## src/rtl/ifu_fetch_ctrl.sv

```systemverilog
// ---------------------------------------------------------------------------
// ifu_fetch_ctrl
//
// Instruction fetch front end. Owns the program counter, issues one fetch at
// a time on a valid/ready request channel, captures the response into a
// one-entry instruction buffer and presents it downstream together with the
// PC it was fetched from. A redirect (branch or exception) loads a new PC and
// squashes whatever fetch is in flight.
//
// Parameters
//   XLEN    PC / address width
//   ILEN    instruction (response data) width
//   STEP    PC increment per fetch in bytes (power of two)
//   RST_PC  PC loaded on reset (low XLEN bits used)
//
// Ports
//   clk, rst                  rising-edge clock, async active-high reset
//   redirect_valid/_pc        load a new PC and squash the current fetch
//   imem_req_valid/_ready     fetch request handshake
//   imem_req_addr             fetch address, always the current PC
//   imem_rsp_valid/_data      fetch response, always accepted
//   inst_valid/_ready         downstream instruction handshake
//   inst, inst_pc             buffered instruction and its PC
// ---------------------------------------------------------------------------
module ifu_fetch_ctrl #(
  parameter int          XLEN   = 64,
  parameter int          ILEN   = 32,
  parameter int          STEP   = 4,
  parameter logic [63:0] RST_PC = 64'h80000000
) (
  input  logic            clk,
  input  logic            rst,
  input  logic            redirect_valid,
  input  logic [XLEN-1:0] redirect_pc,
  output logic            imem_req_valid,
  input  logic            imem_req_ready,
  output logic [XLEN-1:0] imem_req_addr,
  input  logic            imem_rsp_valid,
  input  logic [ILEN-1:0] imem_rsp_data,
  output logic            inst_valid,
  input  logic            inst_ready,
  output logic [ILEN-1:0] inst,
  output logic [XLEN-1:0] inst_pc
);

  localparam logic [XLEN-1:0] STEP_X     = XLEN'(STEP);
  localparam logic [XLEN-1:0] ALIGN_MASK = ~XLEN'(STEP - 1);
  localparam logic [XLEN-1:0] RST_PC_X   = RST_PC[XLEN-1:0];

  typedef enum logic [1:0] {
    S_REQ,
    S_WAIT,
    S_HOLD
  } state_e;

  state_e          state_q, state_d;
  logic [XLEN-1:0] pc_q, pc_d;
  logic [XLEN-1:0] req_pc_q, req_pc_d;
  logic            drop_q, drop_d;
  logic [ILEN-1:0] inst_q, inst_d;
  logic [XLEN-1:0] inst_pc_q, inst_pc_d;

  // A redirect suppresses the request in the same cycle so the stale PC is
  // never sent to memory.
  assign imem_req_valid = (state_q == S_REQ) && !redirect_valid;
  assign imem_req_addr  = pc_q;
  assign inst_valid     = (state_q == S_HOLD);
  assign inst           = inst_q;
  assign inst_pc        = inst_pc_q;

  always_ff @(posedge clk or posedge rst) begin
    if (rst) begin
      state_q   <= S_REQ;
      pc_q      <= RST_PC_X;
      req_pc_q  <= '0;
      drop_q    <= 1'b0;
      inst_q    <= '0;
      inst_pc_q <= '0;
    end else begin
      state_q   <= state_d;
      pc_q      <= pc_d;
      req_pc_q  <= req_pc_d;
      drop_q    <= drop_d;
      inst_q    <= inst_d;
      inst_pc_q <= inst_pc_d;
    end
  end

  always_comb begin
    state_d   = state_q;
    pc_d      = pc_q;
    req_pc_d  = req_pc_q;
    drop_d    = drop_q;
    inst_d    = inst_q;
    inst_pc_d = inst_pc_q;

    // Redirect wins over everything else; the per-state handling below only
    // decides what happens to the fetch that was in progress.
    if (redirect_valid) begin
      pc_d = redirect_pc & ALIGN_MASK;
    end

    case (state_q)
      S_REQ: begin
        if (!redirect_valid && imem_req_ready) begin
          req_pc_d = pc_q;
          pc_d     = pc_q + STEP_X;
          state_d  = S_WAIT;
        end
      end

      // The memory still owes a response after a redirect, so remember to
      // throw it away rather than abandoning the wait.
      S_WAIT: begin
        if (redirect_valid) begin
          if (imem_rsp_valid) begin
            drop_d  = 1'b0;
            state_d = S_REQ;
          end else begin
            drop_d = 1'b1;
          end
        end else if (imem_rsp_valid) begin
          if (drop_q) begin
            drop_d  = 1'b0;
            state_d = S_REQ;
          end else begin
            inst_d    = imem_rsp_data;
            inst_pc_d = req_pc_q;
            state_d   = S_HOLD;
          end
        end
      end

      // A redirect invalidates the buffer even if downstream is consuming it
      // this cycle, since that instruction is on the wrong path.
      S_HOLD: begin
        if (redirect_valid || inst_ready) begin
          state_d = S_REQ;
        end
      end

      default: begin
        state_d = S_REQ;
      end
    endcase
  end

endmodule

```

## config.mk

```make
export PLATFORM = sky130hd
export DESIGN_NAME = ifu_fetch_ctrl
export DESIGN_NICKNAME = d
export VERILOG_FILES = /design/src/rtl/ifu_fetch_ctrl.sv
export SDC_FILE = /design/constraint.sdc
export NUM_CORES = 1
export LEC_CHECK = 0
export ABC_AREA = 0
export CAP_MARGIN = 40
export CORE_UTILIZATION = 49
export CTS_CLUSTER_SIZE = 28
export DETAILED_ROUTE_END_ITERATION = 12
export PLACE_DENSITY = 0.8
export SETUP_SLACK_MARGIN = 0.15
export SLEW_MARGIN = 20
export SYNTH_ARGS = -nofsm -noshare
export SYNTH_HDL_FRONTEND = slang
export SYNTH_SLANG_ARGS = --single-unit
```

## constraint.sdc

```tcl
create_clock -name clk -period 10.5 [get_ports clk]
set_clock_uncertainty 0.2 [all_clocks]
set_input_delay 2.1 -clock clk [delete_from_list [all_inputs] [get_ports clk]]
set_output_delay 2.1 -clock clk [all_outputs]
set_load 0.01 [all_outputs]
```

Yosys cells after proc, flatten, opt, wreduce, memory -nomap -nowiden
Index checks and enable logic that the tools add are counted.

Register bits after elaboration: 227. Bits of input ports: 102. Output and inout port bits: 162. Logic and storage cells: 37.

Add/sub/neg operators: 1. Equal/unequal tests: 5. Multiplexer cells: 13. Bitwise gates (word level): 2. Reductions and logical operators: 10.

Operators by type and width (count): 2-to-1 mux 64 bit (3); adder 64 x 3 -> 64 bit, second input constant (1); 2-to-1 mux 2 bit (6); case mux 2 bit (3 select lines) (1); inequality test 2 x 1 -> 1 bit, second input constant (2); AND reduction 2 bit (2); AND reduction 4 bit (1); 2-to-1 mux 1 bit (3); AND reduction 3 bit (1); equality test 2 x 1 -> 1 bit, second input constant (1); equality test 2 bit, second input constant (1); logical AND 1 bit (2); logical NOT 2 bit (1); inequality test 2 bit, second input constant (1); NOT 1 bit (2); nonzero test 2 bit (1); logical NOT 1 bit (1); logical OR 1 bit (1).

Depth between registers and ports, before layout
Word-level depth: 4. Gate-level depth with buffers: 8. Depth with buffers taken out: 6.

Least setup slack after synthesis
OpenSTA, ideal clock, no wires.

Path kind: input -> output. From: input redirect_valid. To: output imem_req_valid. Arrival time: 2.580 ns. Data required time: 8.200 ns. Setup slack: 5.620 ns. Stages: 2. Buffers on the path: 1. Cells stage by stage: clkbuf_1 -> nor3_1.

Longest elaborated chain between the ends: 2.

Ends and longest elaborated chain: start, declared (line 33) `input logic redirect_valid,`; logical NOT 1 bit (line 65) `assign imem_req_valid = (state_q == S_REQ) && !redirect_valid;`; logical AND 1 bit (line 65); end, declared (line 35) `output logic imem_req_valid,`.

Every way passes these cells.

Worst setup path in the final report
Ends and elaborated chain as after synthesis.

==> impl_metrics.toml <==
[final_layout]
nets = 1311
multi_input_area_um2 = 4180
final_area_um2 = 13800
regArea_um2 = 5680
area_delta_synth_final_pct = 36.7
drive_above_1_share_pct = 13.8
fill_cells = 1550
postLayoutCoreUtil_pct = 68.3
fin_cells = 1496

[setup_path]
criticalPathCategory = "primary input to output port"
crit_required_ns = 8.20
r2r_cells = 5
rr_startpoint = "imem_req_addr[7]"
arrival_ns = 3.23
r2r-end = "imem_req_addr[53]"
regToRegSetupSlack_ns = 7.21
cp-end-kind = "output port"
cp_max_fo = 7
startpoint_type = "primary input"

[sta]
worst_slack_ns = 4.97
rsz0062_at_grt = "false"
final.setup.tns_ns = 0
fmax_ghz = 0.181
setup_viol_count_final = 0
hold_slack_ns = 0.273
finalMaxSlewViolations = 0
slew-limit-headroom_pct = 43.4
worst_pin_slew_ns = 0.849
timing_hold_violations_final = 0
fin_crit_sh_pct = 52.6
period_needed_ns = 5.53

[logic_synthesis]
synth_area_um2 = 10100
synth_ff_type = "dfrtp_1"
avgSynthCellArea_um2 = 10.5
ys_seq_elements = 227
ys_seq_area_share_pct = 56.2
synth_nets = 1067
synth_cells = 964
synth-edff-count = 0
synthArstFlopShare_pct = 100
yosysWarnings = 0
synth.distinct_cells = 70

[hold_path]
min_path_cells = 2
hold_end = "req_pc_q[36]"
hp-start = "req_pc_q[36]"
hold_class = "flop to flop"

[die]
die_x_um = 146
core-area_um2 = 20200
start_util_pct = 50.0
fp-row-count = 52
die_y_um = 146
boundaryPins = 264
die_area_um2 = 21200

[place]
place.gp.congestion = 0.898
numPortBuffers = 261
dp_hpwl_um = 20200
dpl_worst_slack_ns = 4.98
dp.cells = 1451
place_area_um2 = 13000

[global_route]
grt_usage_pct = 27.6
grt_max_degree = 104
grt_pass1_vias = 8537
antenna_found_initial = 2
globalRouteOverflowTotal = 0
grt_pass1_wl_um = 46500

[pwr]
combPwrFrac_pct = 30.2
power_switching_uw = 886
powerDensity_nw_per_um2 = 224
ir_worst_vdd_v = 0.000112
power_switching_share_pct = 28.7
seqPwrFrac_pct = 42.6
cellLeakagePower_nw = 5.98
p_total_mw = 3.09
p_clk_share_pct = 27.2
p_int_mw = 2.21

[run]
cap_violations = 0

[detailed_routing]
dr.pass1.iters = 9
final_antenna_net_count = 0
wl_um = 29200
num_vias = 8608
routedWlPerCell_um = 19.5
post-route-drc-count = 1
dr.first_iter.drc_count = 635
vias_per_cell = 5.75

[clock_tree]
root_buffer = "clkbuf_16"
clock_latency_ns = 0.52
cts_resized = 0
cts_tree = "done"
cts_hold_buf = 0
cts.sink_count = 227
htreeDepth = 1
cts_buffers = 24
cts.clk_slew.worst_paths_ns = 0.06
clock_path_buffers = 3
post_cts_buffers = 0

[run_status]
violations = "DRC"
status = "complete, but fails checks"
## power groups by stage
stage	combinational, mW	sequential [mW]	clock (mW)
final	0.935	1.32	0.840
after detailed placement	0.940	1.33	0
after global routing	1.00	1.35	0.888
after floorplan	0.310	1.39	0
after global placement	0.917	1.31	0
after CTS	0.945	1.32	0.856
## cell type report
| cell class | count | share of cell area (%) |
|---|---|---|
| Antenna cell | 2 | 0.0362 |
| Clock buffer | 36 | 5.26 |
| Clock inverter | 6 | 0.399 |
| Inverter | 16 | 0.489 |
| Multi-Input combinational cell | 665 | 30.2 |
| Sequential cell | 227 | 41.1 |
| Tap cell | 270 | 2.45 |
| Timing Repair Buffer | 274 | 20.0 |
## layer usage
metal	share of wire, %	track usage [%]
met1	42	37.4
met2	47	44.1
met3	7.4	4.95
met4	3.7	11.1
met5	0	0
## worst max-delay path by stage
stage | from | to | slack (ns) | depth (start not counted)
6_report | redirect_valid | imem_req_valid | 4.97 | 3
5_1_grt | redirect_valid | imem_req_valid | 4.95 | 3
4_1_cts | redirect_valid | imem_req_valid | 4.97 | 3
3_5_place_dp | redirect_valid | imem_req_valid | 4.98 | 3
3_3_place_gp | redirect_valid | imem_req_valid | 4.98 | 3
2_1_floorplan | rst | drop_q | 1.98 | 1
## layout by cell type, fill, tap and decap left out, drive strengths merged, types with 9 or more instances in the layout
master	Yosys	final
nor4	13	13
a311oi	11	11
mux2	97	97
or3	9	9
inv	16	16
nand3	27	27
nor2	51	51
dfrtp	226	226
nor3	21	21
o21ai	29	29
and3	13	13
nand2	226	226
clkdlybuf4s50	0	260
clkbuf	44	37
a21oi	12	12
buf	12	13
nand4	29	29
a31oi	12	12
and4	11	11
## Yosys cell counts, types with 2 or more instances
library cell,n,area (um^2)
a211o_1,2,17.5
a211oi_1,8,60.1
a21oi_1,12,60.1
a221oi_1,3,26.3
a311o_1,2,20.0
a311oi_1,11,96.3
a31o_2,2,17.5
a31oi_1,12,75.1
a41oi_1,2,17.5
and2_1,4,25.0
and3_1,13,81.3
and4_1,11,96.3
buf_1,6,22.5
buf_2,5,25.0
clkbuf_1,42,158
clkbuf_2,2,10.0
dfrtp_1,226,5660
inv_1,16,60.1
mux2_2,97,1090
mux2i_1,4,40.0
nand2_1,226,848
nand3_1,27,135
nand4_1,27,169
nand4_2,2,25.0
nand4b_1,2,17.5
nor2_1,51,191
nor2b_1,7,43.8
nor3_1,20,100
nor4_1,13,81.3
o211ai_1,7,52.6
o21ai_0,29,145
o221a_2,3,33.8
o22ai_1,2,12.5
o311ai_0,3,26.3
o31a_1,3,26.3
o31ai_1,2,15.0
o41ai_1,2,17.5
or2_2,2,12.5
or3_1,9,56.3
or4_1,6,45.0
xnor2_1,5,43.8
xor2_1,8,70.1
## kinds of logic after synthesis
| logic type | share of synthesized area (%) |
|---|---|
| xor gates and xnor gates | 1.13 |
| buffers and inverters | 2.80 |
| AOI/OAI and AO/OA | 8.27 |
| and+or+nand+nor | 20.3 |
| muxes | 11.2 |
| DFF | 56.2 |
| adders and majority gates | 0.124 |
## flip-flops by register name, indices dropped and copies added, names as in the netlist
register,count
inst_pc,64
inst,32
state_q,2
req_pc_q,64
imem_req_addr,64
drop_q,1
## critical path, stage by stage
cell and delay, ns:
buf_2 0.16, nor3_1 0.35, clkdlybuf4s50_1 0.62
(Power assumes the default switching activity.)
